<file path="src/rtl/scope_cmd_pkg.sv">
// Shared constants and state encodings for the oscilloscope host command receiver.
package scope_cmd_pkg;

  localparam logic [7:0] SYNC_BYTE = 8'hA5;

  localparam logic [7:0] CMD_TRIG   = 8'h01;
  localparam logic [7:0] CMD_DIV_HI = 8'h02;
  localparam logic [7:0] CMD_DIV_LO = 8'h03;
  localparam logic [7:0] CMD_RUN    = 8'h04;

  localparam logic [7:0]  TRIG_LEVEL_RST = 8'h80;
  localparam logic [15:0] SAMPLE_DIV_RST = 16'h0001;
  localparam logic [7:0]  DIV_HI_RST     = 8'h00;

  typedef enum logic [2:0] {
    RX_IDLE,
    RX_START,
    RX_DATA,
    RX_STOP,
    RX_BREAK
  } rx_state_e;

  typedef enum logic [1:0] {
    P_SYNC,
    P_CMD,
    P_ARG,
    P_CHK
  } parser_state_e;

  function automatic logic is_known_cmd(input logic [7:0] code);
    return (code == CMD_TRIG) || (code == CMD_DIV_HI) ||
           (code == CMD_DIV_LO) || (code == CMD_RUN);
  endfunction

  // The ADC sampler treats a divider of 0 as undefined, so it is never emitted.
  function automatic logic [15:0] clamp_div(input logic [15:0] div);
    return (div == 16'd0) ? 16'd1 : div;
  endfunction

endpackage

</file>
<file path="src/rtl/uart_rx_byte.sv">
// 8N1 UART byte receiver: input synchroniser, mid-bit sampling FSM, framing check.
module uart_rx_byte
  import scope_cmd_pkg::*;
#(
  parameter int unsigned DELAY_FRAMES = 234
) (
  input  logic       clk,
  input  logic       rst,
  input  logic       uart_rx,
  output logic [7:0] byte_data,
  output logic       byte_valid,
  output logic       frame_err
);

  localparam logic [12:0] HALF_BIT = 13'(DELAY_FRAMES / 2);
  localparam logic [12:0] FULL_BIT = 13'(DELAY_FRAMES);
  localparam logic [12:0] CNT_MAX  = '1;

  logic [1:0]  sync;
  logic        rxs;
  rx_state_e   state;
  logic [12:0] cnt;
  logic [12:0] cnt_inc;
  logic [2:0]  bit_idx;
  logic [7:0]  shift;

  // Preset to idle-high so reset release does not look like a start bit.
  // NOTE: sequential state uses non-blocking assignments so every flop samples pre-edge values.
  always_ff @(posedge clk or posedge rst) begin
    if (rst) sync <= 2'b11;
    else     sync <= {sync[0], uart_rx};
  end

  assign rxs     = sync[1];
  assign cnt_inc = (cnt == CNT_MAX) ? cnt : cnt + 13'd1;

  always_ff @(posedge clk or posedge rst) begin
    if (rst) begin
      state      <= RX_IDLE;
      cnt        <= '0;
      bit_idx    <= '0;
      shift      <= '0;
      byte_data  <= '0;
      byte_valid <= 1'b0;
      frame_err  <= 1'b0;
    end else begin
      byte_valid <= 1'b0;
      frame_err  <= 1'b0;
      case (state)
        RX_IDLE: begin
          if (!rxs) begin
            state <= RX_START;
            cnt   <= 13'd1;
          end
        end
        RX_START: begin
          if (cnt == HALF_BIT) begin
            if (!rxs) begin
              state   <= RX_DATA;
              cnt     <= 13'd1;
              bit_idx <= '0;
            end else begin
              state <= RX_IDLE;
            end
          end else begin
            cnt <= cnt_inc;
          end
        end
        RX_DATA: begin
          if (cnt == FULL_BIT) begin
            shift <= {rxs, shift[7:1]};
            cnt   <= 13'd1;
            if (bit_idx == 3'd7) state <= RX_STOP;
            else                 bit_idx <= bit_idx + 3'd1;
          end else begin
            cnt <= cnt_inc;
          end
        end
        RX_STOP: begin
          if (cnt == FULL_BIT) begin
            if (rxs) begin
              byte_valid <= 1'b1;
              byte_data  <= shift;
              state      <= RX_IDLE;
            end else begin
              frame_err <= 1'b1;
              state     <= RX_BREAK;
            end
          end else begin
            cnt <= cnt_inc;
          end
        end
        RX_BREAK: begin
          if (rxs) state <= RX_IDLE;
        end
        default: state <= RX_IDLE;
      endcase
    end
  end

endmodule

</file>
<file path="src/rtl/scope_cmd_rx.sv">
// Host command receiver: decodes A5/CMD/ARG/CHK packets into capture configuration registers.
module scope_cmd_rx
  import scope_cmd_pkg::*;
#(
  parameter int unsigned DELAY_FRAMES   = 234,
  parameter int unsigned TIMEOUT_FRAMES = 23400
) (
  input  logic        clk,
  input  logic        rst,
  input  logic        uart_rx,
  output logic [7:0]  trig_level,
  output logic [15:0] sample_div,
  output logic        run,
  output logic        cmd_ok,
  output logic        cmd_err,
  output logic        frame_err
);

  localparam logic [23:0] GAP_LIMIT = 24'(TIMEOUT_FRAMES);
  localparam logic [23:0] GAP_MAX   = '1;

  logic [7:0]    byte_data;
  logic          byte_valid;
  logic          rx_frame_err;
  parser_state_e state;
  logic [7:0]    cmd_reg;
  logic [7:0]    arg_reg;
  logic [7:0]    div_hi;
  logic [23:0]   gap;
  logic          pkt_ok;
  logic          pkt_err;

  uart_rx_byte #(
    .DELAY_FRAMES(DELAY_FRAMES)
  ) u_rx (
    .clk       (clk),
    .rst       (rst),
    .uart_rx   (uart_rx),
    .byte_data (byte_data),
    .byte_valid(byte_valid),
    .frame_err (rx_frame_err)
  );

  // Already a registered one-cycle pulse from the receiver.
  assign frame_err = rx_frame_err;

  always_comb begin
    // NOTE: defaults first so no path leaves a signal unassigned and infers a latch.
    pkt_ok  = 1'b0;
    pkt_err = 1'b0;
    if (state == P_CHK && byte_valid) begin
      if (byte_data == (cmd_reg ^ arg_reg) && is_known_cmd(cmd_reg)) pkt_ok  = 1'b1;
      else                                                           pkt_err = 1'b1;
    end
  end

  always_ff @(posedge clk or posedge rst) begin
    if (rst) begin
      state      <= P_SYNC;
      cmd_reg    <= '0;
      arg_reg    <= '0;
      div_hi     <= DIV_HI_RST;
      gap        <= '0;
      trig_level <= TRIG_LEVEL_RST;
      sample_div <= SAMPLE_DIV_RST;
      run        <= 1'b0;
      cmd_ok     <= 1'b0;
      cmd_err    <= 1'b0;
    end else begin
      cmd_ok  <= pkt_ok;
      cmd_err <= pkt_err;

      if (pkt_ok) begin
        case (cmd_reg)
          CMD_TRIG:   trig_level <= arg_reg;
          CMD_DIV_HI: div_hi     <= arg_reg;
          CMD_DIV_LO: sample_div <= clamp_div({div_hi, arg_reg});
          CMD_RUN:    run        <= arg_reg[0];
          default: ;
        endcase
      end

      if (byte_valid) begin
        gap <= '0;
        case (state)
          P_SYNC: if (byte_data == SYNC_BYTE) state <= P_CMD;
          P_CMD: begin
            cmd_reg <= byte_data;
            state   <= P_ARG;
          end
          P_ARG: begin
            arg_reg <= byte_data;
            state   <= P_CHK;
          end
          P_CHK:   state <= P_SYNC;
          default: state <= P_SYNC;
        endcase
      end else if (state != P_SYNC) begin
        // A broken frame or a stalled host abandons the partial packet without reporting it.
        if (rx_frame_err || gap >= GAP_LIMIT) begin
          state <= P_SYNC;
          gap   <= '0;
        end else if (gap != GAP_MAX) begin
          gap <= gap + 24'd1;
        end
      end else begin
        gap <= '0;
      end
    end
  end

endmodule

</file>
<file path="config.mk">
export PLATFORM = sky130hd
export DESIGN_NAME = scope_cmd_rx
export DESIGN_NICKNAME = d
export VERILOG_FILES = /design/src/rtl/scope_cmd_pkg.sv /design/src/rtl/uart_rx_byte.sv /design/src/rtl/scope_cmd_rx.sv
export SDC_FILE = /design/constraint.sdc
export NUM_CORES = 1
export LEC_CHECK = 0
export ABC_AREA = 1
export BUFFER_PORTS_ARGS = -buffer_cell sky130_fd_sc_hd__buf_2
export CORE_MARGIN = 3
export CORE_UTILIZATION = 60
export DETAILED_ROUTE_END_ITERATION = 12
export PLACE_DENSITY = 0.87
export SYNTH_ARGS = -nofsm -noshare
export SYNTH_HDL_FRONTEND = slang
export SYNTH_SLANG_ARGS = --single-unit
</file>
<file path="constraint.sdc">
create_clock -name clk -period 7.3 [get_ports clk]
set_input_delay 0 -clock clk [delete_from_list [all_inputs] [get_ports clk]]
set_output_delay 0 -clock clk [all_outputs]
set_load 0.1 [all_outputs]
</file>
* Yosys cells after proc, flatten, opt, wreduce, memory -nomap -nowiden
Cells that the tools add are included.
** Storage, ports and cells
- Logic and storage cells :: 118
- Output and inout bits :: 28
- Register bits :: 116
** Cells by class
- Muxes and demuxes :: 40
- Equal/unequal tests :: 29
- Bitwise logic cells :: 1
- $add $sub $neg :: 3
- $lt $le $gt $ge :: 1
- Reduce and logical (&&, ||, !) cells :: 26
** Operator list (number)
- $mux W24 :: 4
- $mux W13 :: 5
- $pmux W13 S4 :: 1
- $mux W3 :: 11
- $add A24 B1 Y24 const B :: 1
- $ge A24 B15 Y1 const B :: 1
- $ne A24 B24 Y1 const B :: 1
- $eq A8 B2 Y1 const B :: 2
- $logic_not A16 Y1 :: 1
- $mux W16 :: 1
- $reduce_and A2 Y1 :: 8
- $pmux W3 S5 :: 1
- $add A13 B1 Y13 const B :: 1
- $eq A13 B13 Y1 const B :: 1
- $eq A13 B7 Y1 const B :: 1
- $eq A13 B8 Y1 const B :: 1
- $mux W1 :: 10
- $mux W2 :: 5
- $ne A2 B1 Y1 const B :: 5
- $eq A8 B1 Y1 const B :: 1
- $eq A8 B3 Y1 const B :: 1
- $eq A8 B8 Y1 :: 1
- $eq A8 B8 Y1 const B :: 1
- $ne A2 B2 Y1 const B :: 4
- other kinds (20) :: 31

* Longest topological paths before layout
- Word-level depth :: 8
- Mapped depth :: 13
- Mapped depth without buffers :: 12

* Modules after synthesis
From an unflattened synthesis, not the netlist that was laid out.
** Unflattened totals
- Cells, all modules :: 804
- Area, all modules :: 6314.8 sq um
** By module, submodules not included
- scope_cmd_rx :: sequential area each 1929.4 sq um, area each 3890.0 sq um, cells an instance 483, times used 1
- uart_rx_byte :: sequential area each 978.4 sq um, area each 2424.8 sq um, cells an instance 321, times used 1

* Least setup slack after synthesis
Ideal clock, no wire load.
- Kind :: reg2reg
- Start :: register u_rx.frame_err
- End :: register gap[10]
- Cell stages (with the launch flop) :: 7
- Required time :: 7223 ps
- Data arrival time :: 1706 ps
- Setup time :: 77 ps
- Setup slack :: 5516 ps
- Cells stage by stage :: dfrtp_1 > nor4_1 > nand2_1 > nor2_1 > buf_2 > nand2_1 > a21oi_1
** On the way
- Cells in the longest elaborated chain, start to end :: 4
- Elaborated cells on any way between the ends :: 5
** Ends and longest elaborated chain
- start: declaration :: RTL line uart_rx_byte.sv:12 : output logic frame_err
- start signal: assignment :: RTL line uart_rx_byte.sv:45 : frame_err <= 1'b0;
- start signal: assignment :: RTL line uart_rx_byte.sv:48 : frame_err <= 1'b0;
- start signal: assignment :: RTL line uart_rx_byte.sv:86 : frame_err <= 1'b1;
- $logic_or A1 B1 Y1 * :: RTL line scope_cmd_rx.sv:100 : if (rx_frame_err || gap >= GAP_LIMIT) begin
- $mux W24 :: RTL line scope_cmd_rx.sv:100
- $mux W24 :: RTL line scope_cmd_rx.sv:98 : end else if (state != P_SYNC) begin
- $mux W24 :: RTL line scope_cmd_rx.sv:83 : if (byte_valid) begin
- end signal: assignment :: RTL line scope_cmd_rx.sv:104 : gap <= gap + 24'd1;
- end: declaration :: RTL line scope_cmd_rx.sv:29 : logic [23:0] gap;
Mark *: on every way between the ends. The rest lies on a longest branch, timed or not.
A chain may end at the register's enable or synchronous reset.

* Worst setup path in the final report
- Start :: register arg_reg[6]
- End :: register sample_div[11]
** On the way
- Cells in the longest elaborated chain, start to end :: 6
- Elaborated cells on any way between the ends :: 8
** Ends and longest elaborated chain
- start: declaration :: RTL line scope_cmd_rx.sv:27 : logic [7:0] arg_reg;
- start signal: assignment :: RTL line scope_cmd_rx.sv:92 : arg_reg <= byte_data;
- $xor A8 B8 Y8 :: RTL line scope_cmd_rx.sv:52 : if (byte_data == (cmd_reg ^ arg_reg) && is_known_cmd(cmd_reg)) pkt_ok = 1'b1;
- $eq A8 B8 Y1 :: RTL line scope_cmd_rx.sv:52
- $logic_and A1 B1 Y1 :: RTL line scope_cmd_rx.sv:52
- $mux W1 :: RTL line scope_cmd_rx.sv:52
- $mux W1 :: RTL line scope_cmd_rx.sv:51 : if (state == P_CHK && byte_valid) begin
- $reduce_and A2 Y1 (no line)
- end signal: assignment :: RTL line scope_cmd_rx.sv:77 : CMD_DIV_LO: sample_div <= clamp_div({div_hi, arg_reg});
- end: declaration :: RTL line scope_cmd_rx.sv:12 : output logic [15:0] sample_div,
Several ways; a longest one is shown, not always the timed one.

==> results.sh <==
export IMPL_status="completed"
export IMPL_drc_errors=0
export IMPL_min_path_type="in2async"
export IMPL_regMostFlops="gap"
export IMPL_yosysSeqAreaShare_pct=49.46
export IMPL_cts_sinks=116
export IMPL_fin_nets=802
export IMPL_slowest_stage="nor2_1"
export IMPL_grt_pass1_wl_um=23850
export IMPL_fillers=697
export IMPL_postCtsSetupBuffers=0
export IMPL_grt_pass1_vias=5195
export IMPL_grtUsageTotal_pct=26.74
export IMPL_seq_area_um2=2908
export IMPL_num_io_pins=31
export IMPL_power_leakage_nw=3.405
export IMPL_rsz0062_at_grt="no"
export IMPL_yosys_most_used_dff="dfrtp_1"
export IMPL_skew_ns=0.008166
export IMPL_insertion_delay_ns=0.52
export IMPL_portBuffers=30
export IMPL_ys_ff_latch=116
export IMPL_wirelength_um=13800
export IMPL_slowest_delay_ns=0.66
export IMPL_vdd_drop_max_mv=0.1469
export IMPL_critPathBufInv=1
export IMPL_period_minus_slack_ns=2.465
export IMPL_yosys_cell_types_count=38
export IMPL_final_util_pct=72.23
export IMPL_period_share_pct=33.76
export IMPL_clkTransAtPathRegs_ns=0.06
export IMPL_path_class="reg2reg"
export IMPL_cts_tree="built"
export IMPL_dp_hpwl_um=8601
export IMPL_syn_inst=743
export IMPL_clock_root_buffer="clkbuf_8"
export IMPL_drv_cap=0
export IMPL_coreArea_um2=9371
export IMPL_wl_per_cell_um=14.85
export IMPL_antenna_found_initial=0
export IMPL_largest_reg_flops=24
export IMPL_syn_cell_area_um2=5879
export IMPL_cts_made_buffers=17
export IMPL_critPathTopFamily="simple AND/OR/NAND/NOR gates"
export IMPL_tightest_slew_ns=0.9125
export IMPL_synth_edff_count=0
export IMPL_p_per_area_nw_per_um2=222.1
export IMPL_die_h_um=105.0
export IMPL_ant_nets=0
export IMPL_grt_max_degree=68
export IMPL_fp_row_count=35
export IMPL_avgSynthCellArea_um2=7.913
export IMPL_drt_iter0_drc=374
export IMPL_top_regs="gap: 24 flops, sample_div: 16 flops, u_rx.cnt: 13 flops"
export IMPL_drive_gt1_share_pct=11.38
export IMPL_crit_fanout=13
export IMPL_slew_viol_final=0
export IMPL_antennaDiodeCount=0
export IMPL_clk_path_buf_depth=2
export IMPL_num_vias=5313
export IMPL_worstPathRequired_ns=7.74
export IMPL_h_tree_depth=4
export IMPL_area_growth_pct=15.13
export IMPL_synth_warnings=0
export IMPL_crit_chain="inv_1, nand2_1, nand2_1, nand2_1, nand3_1, nor2_1, nand2_1, nor2_1, nand4_1, nand2_1"
export IMPL_synthArstFlopShare_pct=100.0
export IMPL_multiInputGateArea_um2=2609
export IMPL_crit_path_end_kind="flop"
export IMPL_arrival_ns=2.91
export IMPL_die_x_um=105.0
export IMPL_initial_core_util_pct=62.74
export IMPL_relSlewSlack_pct=38.71
export IMPL_setup_ws_ns=4.835
export IMPL_firstDrtPassIters=9
export IMPL_max_freq_mhz=405.7
export IMPL_grt_overflow=0
export IMPL_die_area_um2=11020
export IMPL_setup_violations=0
export IMPL_gp_congestion=0.8854
export IMPL_startpoint_type="flop"
export IMPL_via_per_inst=5.719
export IMPL_report_final_hold_viol_count=0
export IMPL_dp_slack_ns=5.156
export IMPL_path_common_cell="nand2_1"
export IMPL_finalSetupTns_ns=0
## worst reg2reg max path, cell delays in order (launching register included)
cell	delay (ns)
dfrtp_1	0.51
inv_1	0.13
nand2_1	0.13
nand2_1	0.10
nand2_1	0.08
nand3_1	0.09
nor2_1	0.20
nand2_1	0.08
nor2_1	0.66
nand4_1	0.26
nand2_1	0.17
## logic make-up after synthesis
group	Yosys count	share of synthesized area, %
AOI/OAI and AO/OA	78	7.065
other	1	0.06378
xor gates and xnor gates	5	0.7448
buffers and inverters	98	6.682
adders and majority gates	11	2.341
and+or+nand+nor	434	33.65
DFF	116	49.46
## what timing repair did
action | CTS | global route
hold endpoints to repair | 50 | 0
gates resized for setup | 0 | 0
hold buffers | 2 | 0
setup endpoints to repair | 0 | 0
## worst paths after layout
check | start | end | slack (ns) | depth (start not counted)
max reg2reg | arg_reg[6] | sample_div[11] | 4.84 | 10
max | arg_reg[6] | sample_div[11] | 4.84 | 10
min | rst | gap[11] | 0.12 | 3
min in group clk | uart_rx | u_rx.sync[0] | 0.12 | 2
max in group asynchronous | rst | u_rx.byte_data[7] | 5.90 | 4
min reg2reg | u_rx.sync[0] | u_rx.sync[1] | 0.36 | 0
## cell usage after synthesis (all sizes together) (9+ instances only)
cell	n	area share [%]
nand2	239	15
dfrtp	112	48
inv	81	5.2
nor2	70	5.0
o21ai	49	4.2
nand3	48	4.6
nand4	45	4.8
a21oi	19	1.6
nor3	16	1.5
ha	11	2.3
buf	9	1.0
## power by group
part,internal (mW),switching [mW],total [mW],leakage [nW]
Clock,0.552,0.283,0.835,0.297
Sequential,0.647,0.00245,0.650,1.57
Combinational,0.00259,0.0154,0.0180,1.54
Total,1.20,0.301,1.50,3.40
## stage by stage
stage	cells	instance area (um^2)	hold slack [ns]	power [mW]
CTS	929	6769	0.1009	1.512
finish	929	6769	0.1178	1.503
global placement	896	6150	0.1064	0.6777
floorplan	751	5909	0.004478	0.6726
detailed placement	896	6150	0.1067	0.6786
global route	929	6769	0.1236	1.544
## cell type report
type | count | area share [%]
Multi-Input combinational cell | 537 | 38.54
Timing Repair Buffer | 33 | 2.625
Clock buffer | 22 | 6.987
Clock inverter | 9 | 1.867
Tap cell | 129 | 2.384
Sequential cell | 116 | 42.96
Inverter | 83 | 4.640
## layer usage
metal | routed length (um) | global-route usage, % | up-vias
met1 | 5674 | 32.79 | 2527
met2 | 6819 | 44.59 | 221
met4 | 398 | 12.18 | 0
met3 | 903 | 6.609 | 50
li1 | - | - | 2515
met5 | 0 | 0 | -
## placed cells by master (no fill, tap or decap), drive strengths merged
cell type / count
and2: 1
and3: 1
nor2: 70
clkbuf: 22
xor2: 5
or2: 3
nand2: 239
nand4: 45
dlygate4sd3: 2
dfrtp: 112
o41ai: 2
nand3: 48
inv: 81
conb: 9
ha: 11
nor4: 6
buf: 31
o211ai: 1
o31ai: 2
o21ai: 49
a21oi: 19
dfstp: 4
nor3: 16
nand3b: 5
clkinv: 7
clkinvlp: 1
bufinv: 3
a31oi: 5
(Power assumes the default switching activity.)
